[src/rtl/pipe_pkg.sv]
// rtl/pipe_pkg.sv - shared state type and constants for the pipeline hazard controller
package pipe_pkg;

  typedef enum logic [1:0] {
    RUN  = 2'd0,
    WAIT = 2'd1,
    ERR  = 2'd2
  } pipe_state_t;

  localparam int REG_AW_DEF = 5;
  localparam int WAIT_CNT_W = 8;

endpackage

[src/rtl/pipe_perf_cnt.sv]
// rtl/pipe_perf_cnt.sv - 32-bit saturating event counter with increment enable
module pipe_perf_cnt (
  input  logic        clk,
  input  logic        rst,
  input  logic        i_inc,
  output logic [31:0] o_count
);

  logic [31:0] r_count;

  // count enabled cycles, holding at all-ones once reached
  always_ff @(posedge clk or posedge rst) begin
    if (rst) begin
      r_count <= '0;
    end else if (i_inc && (r_count != 32'hFFFF_FFFF)) begin
      r_count <= r_count + 32'd1;
    end
  end

  assign o_count = r_count;

endmodule

[src/rtl/pipeline_hazard_ctrl.sv]
// rtl/pipeline_hazard_ctrl.sv - stall/flush sequencer; PIPE_PERF_CNT_EN enables the perf counters
module pipeline_hazard_ctrl
  import pipe_pkg::*;
#(
  parameter int MEM_TIMEOUT = 64,
  parameter int REG_AW      = REG_AW_DEF
) (
  input  logic              clk,
  input  logic              rst,
  input  logic [REG_AW-1:0] i_id_rs1,
  input  logic [REG_AW-1:0] i_id_rs2,
  input  logic              i_id_rs1_used,
  input  logic              i_id_rs2_used,
  input  logic [REG_AW-1:0] i_ex_rd,
  input  logic              i_ex_mem_read,
  input  logic              i_pc_sel,
  input  logic              i_npc_op,
  input  logic              i_dmem_req,
  input  logic              i_dmem_ack,
  output logic              o_pc_en,
  output logic              o_if_id_en,
  output logic              o_id_ex_en,
  output logic              o_ex_mem_en,
  output logic              o_if_id_flush,
  output logic              o_id_ex_flush,
  output logic              o_mem_wb_flush,
  output logic              o_mem_err,
  output logic [31:0]       o_stall_cycles,
  output logic [31:0]       o_flush_count
);

  localparam logic [WAIT_CNT_W:0] LP_TIMEOUT = (WAIT_CNT_W + 1)'(MEM_TIMEOUT);

  pipe_state_t           r_state;
  pipe_state_t           w_state_nxt;
  logic [WAIT_CNT_W-1:0] r_wait_cnt;
  logic [WAIT_CNT_W:0]   w_wait_inc;
  logic                  w_freeze;
  logic                  w_load_use;
  logic                  w_redirect;

  assign w_load_use = i_ex_mem_read && (i_ex_rd != '0) &&
                      ((i_id_rs1_used && (i_id_rs1 == i_ex_rd)) ||
                       (i_id_rs2_used && (i_id_rs2 == i_ex_rd)));
  assign w_redirect = i_pc_sel || i_npc_op;
  assign w_wait_inc = {1'b0, r_wait_cnt} + {{WAIT_CNT_W{1'b0}}, 1'b1};
  assign o_mem_err  = (r_state == ERR);

  // state register
  always_ff @(posedge clk or posedge rst) begin
    if (rst) begin
      r_state <= RUN;
    end else begin
      r_state <= w_state_nxt;
    end
  end

  // wait counter: counts unacknowledged WAIT cycles, zero everywhere else
  always_ff @(posedge clk or posedge rst) begin
    if (rst) begin
      r_wait_cnt <= '0;
    end else if ((r_state == WAIT) && !i_dmem_ack) begin
      r_wait_cnt <= r_wait_cnt + {{(WAIT_CNT_W-1){1'b0}}, 1'b1};
    end else begin
      r_wait_cnt <= '0;
    end
  end

  // next state and per-stage controls; reset forces the pass-through pattern
  always_comb begin
    w_state_nxt    = r_state;
    w_freeze       = 1'b0;
    o_pc_en        = 1'b1;
    o_if_id_en     = 1'b1;
    o_id_ex_en     = 1'b1;
    o_ex_mem_en    = 1'b1;
    o_if_id_flush  = 1'b0;
    o_id_ex_flush  = 1'b0;
    o_mem_wb_flush = 1'b0;

    case (r_state)
      RUN: begin
        if (i_dmem_req && !i_dmem_ack) begin
          w_freeze    = 1'b1;
          w_state_nxt = WAIT;
        end
      end
      WAIT: begin
        if (i_dmem_ack) begin
          w_state_nxt = RUN;
        end else begin
          w_freeze = 1'b1;
          if (w_wait_inc >= LP_TIMEOUT) begin
            w_state_nxt = ERR;
          end
        end
      end
      ERR: begin
        w_freeze = 1'b1;
      end
      default: begin
        w_state_nxt = RUN;
      end
    endcase

    if (!rst) begin
      if (w_freeze) begin
        // hold every stage and bubble WB so no write retires twice
        o_pc_en        = 1'b0;
        o_if_id_en     = 1'b0;
        o_id_ex_en     = 1'b0;
        o_ex_mem_en    = 1'b0;
        o_mem_wb_flush = 1'b1;
      end else if (w_redirect) begin
        // the ID instruction is discarded, so a load-use match is moot
        o_if_id_flush = 1'b1;
        o_id_ex_flush = 1'b1;
      end else if (w_load_use) begin
        o_pc_en       = 1'b0;
        o_if_id_en    = 1'b0;
        o_id_ex_flush = 1'b1;
      end
    end
  end

`ifdef PIPE_PERF_CNT_EN
  pipe_perf_cnt u_stall_cnt (
    .clk     (clk),
    .rst     (rst),
    .i_inc   (!o_pc_en),
    .o_count (o_stall_cycles)
  );

  pipe_perf_cnt u_flush_cnt (
    .clk     (clk),
    .rst     (rst),
    .i_inc   (o_if_id_flush),
    .o_count (o_flush_count)
  );
`else
  assign o_stall_cycles = 32'd0;
  assign o_flush_count  = 32'd0;
`endif

endmodule

[config.mk]
export PLATFORM = sky130hd
export DESIGN_NAME = pipeline_hazard_ctrl
export DESIGN_NICKNAME = d
export VERILOG_FILES = /design/src/rtl/pipe_pkg.sv /design/src/rtl/pipe_perf_cnt.sv /design/src/rtl/pipeline_hazard_ctrl.sv
export SDC_FILE = /design/constraint.sdc
export NUM_CORES = 1
export LEC_CHECK = 0
export BUFFER_PORTS_ARGS = -buffer_cell sky130_fd_sc_hd__buf_2
export CORE_ASPECT_RATIO = 2
export CORE_UTILIZATION = 41
export DETAILED_ROUTE_END_ITERATION = 6
export PLACE_DENSITY = 0.85
export SYNTH_ARGS = -nofsm -noshare
export SYNTH_HDL_FRONTEND = slang
export SYNTH_SLANG_ARGS = --single-unit
[constraint.sdc]
create_clock -name clk -period 2.9 [get_ports clk]
set_input_delay 0.29 -clock clk [delete_from_list [all_inputs] [get_ports clk]]
set_output_delay 0.29 -clock clk [all_outputs]
set_load 0.02 [all_outputs]
==> results.ini <==
[placed_design]
portBuffers=31
post-place-cells=191
place_congestion=0.771
dp_slack_ns=1.09
dp_hpwl_mm=1.59
place_area_um2=1050

[timing]
final.setup_skew_ns=0.00254
hold_slack_ns=0.0696
setup_ws_ns=0.844
finalCritPeriodShare=0.709
min_period_ns=2.06
clock.fmax_ghz=0.486
timing.setup.tns_ns=0
finalHoldViolCount=0
rsz0062_at_grt=false
setup_viol=0
finalMaxSlewViolations=0

[clocking]
clockBufferDepth=2
postCtsSetupRepairBufs=0
cts_max_level=1
ctsResizeCount=0
clk_latency_ns=0.24
cts_tree=yes
clkSlewWorstSetupHoldPaths_ns=0.05
cts.sinks=10
cts_root_buf=clkbuf_8
cts_buffers=3
hold_buffers=0

[floorplanning]
initial_core_util=0.437
io_pins=96
die-area_um2=2970
die_h_um=76.0
row_count=26
die_w_um=39.0
coreArea_um2=2570

[drt]
num_vias=787
drtIter0Drc=21
drc=0
vias_per_cell=4.04
drtAntennaViolNets=0
drt_wl_total_mm=1.82
wl_per_cell_um=9.31
drt-pass1-iter-count=4

[logic_synthesis]
synth_area_um2=1120
avgSynthCellArea_um2=8.32
netlist_instances=135
yosys-top-cells-area=buf_4 (44%), dfrtp_1 (22%), xnor2_1 (10%)
synthFlopType=dfrtp_1
synthArstFlopShare=1.00
synth_top_cell_by_area=buf_4
synth-warning-count=0
ys_ff_latch=10
synth-edff-count=0
synth_top_area_frac=0.441
yosysSeqAreaShare=0.223
synthDistinctLibCells=28

[global_routing]
antenna_found_initial=0
grt_max_degree=12
gr-usage-all-layers=0.138
grt_first_pass_wirelength_mm=2.87
gr-total-overflow=0
grt_pass1_vias=742

[setup_path]
cp-startpoint=r_state[0]$_DFFE_PP0P_
slowest_delay_ns=0.40
startpoint_type=flop
r2r-start=r_wait_cnt[0]$_DFF_PP0_
cp.required_ns=2.61
path_class=flop to output port
rrSetupSlack_ns=1.37
r2r_cells=5
arrival_ns=1.77
cp_max_fo=5
r2r_end=r_state[1]$_DFFE_PP0P_
worstPathCellList=or2_2, a21oi_1, nor2_1, a31oi_1, buf_2
slowest_stage=dfrtp_1
crit_path_end=o_if_id_en
cp-end-kind=output port

[final_layout]
final_cell_mix=conb_1 (64), buf_2 (31), xnor2_1 (13)
syn_to_final_growth_pct=-1.23
antenna_cells=0
stdcell_count=195
final_common_cell=conb_1
final_area_um2=1110
post-route-util=0.432
finalNetCount=193
final_layout_size_suffix_gt1_frac=0.228
fillers=271

[power_and_ir_drop]
p_per_area_nw_per_um2=524
ir_drop_mv=0.263
total_power_mw=0.581
p_leak_nw=0.619

[run_status]
outcome=complete, no violations

[run]
maxCapViolations=0

[worst_hold_path]
hold_class=input pin to async pin

## layout make-up
| class | count | area (um^2) | share of cell area |
|---|---|---|---|
| clock buffer | 4 | 55.1 | 0.0496 |
| inverter | 3 | 11.3 | 0.0101 |
| multi-input combinational | 119 | 603 | 0.543 |
| sequential | 10 | 250 | 0.225 |
| tap | 28 | 35.0 | 0.0316 |
| timing repair buffer | 31 | 155 | 0.140 |
## Yosys cell counts (2+ instances only)
master   instances
a21oi_1          2
and3_1           2
buf_4           66
dfrtp_1         10
inv_1            3
nand2_1          6
nand4_1          3
nor2_1           9
or3_1            2
xnor2_1         13
xor2_1           2
## critical path, delay by kind of cell, from the launching register on
family / cells / cell delay [ns]
buffers and inverters: 1 / 0.21
flip-flops: 1 / 0.40
AO/OA/AOI/OAI: 2 / 0.48
AND/OR/NAND/NOR: 2 / 0.43
## how the worst min path moves through the flow
stage	from	endpoint
global route	rst	r_state[1]$_DFFE_PP0P_
floorplan	rst	r_state[0]$_DFFE_PP0P_
detailed placement	rst	r_wait_cnt[0]$_DFF_PP0_
CTS	rst	r_wait_cnt[0]$_DFF_PP0_
finish	rst	r_wait_cnt[0]$_DFF_PP0_
global placement	rst	r_wait_cnt[2]$_DFF_PP0_
## registers in the layout, summed over array words and instances, names as in the netlist
| name | flops |
|---|---|
| r_wait_cnt | 8 |
| r_state | 2 |
## where the power goes
part | switching [mW] | internal [mW] | leakage, nW
Clock | 0.0557 | 0.119 | 0.0288
Sequential | 0.00944 | 0.153 | 0.137
Combinational | 0.176 | 0.0674 | 0.453
## cells by family (layout without fill, tap and decap cells)
| family | after synthesis | in the layout | share of synthesized area |
|---|---|---|---|
| fa+ha+maj | 1 | 1 | 0.0111 |
| simple gates | 28 | 28 | 0.126 |
| xor+xnor | 15 | 15 | 0.117 |
| compound gates | 11 | 11 | 0.0691 |
| flops | 10 | 10 | 0.223 |
| other cells | 1 | 64 | 0.00334 |
| buf+inv | 69 | 38 | 0.451 |
## metal layers
| metal | track usage | share of wire | vias up | wire length, um |
|---|---|---|---|---|
| li1 | - | - | 369 | - |
| met1 | 0.115 | 0.28 | 346 | 515 |
| met2 | 0.245 | 0.59 | 67 | 1080 |
| met3 | 0.0321 | 0.087 | 5 | 158 |
| met4 | 0.107 | 0.034 | 0 | 62 |
| met5 | 0 | 0 | - | 0 |
No activity file was read; power rests on OpenSTA's default activity.
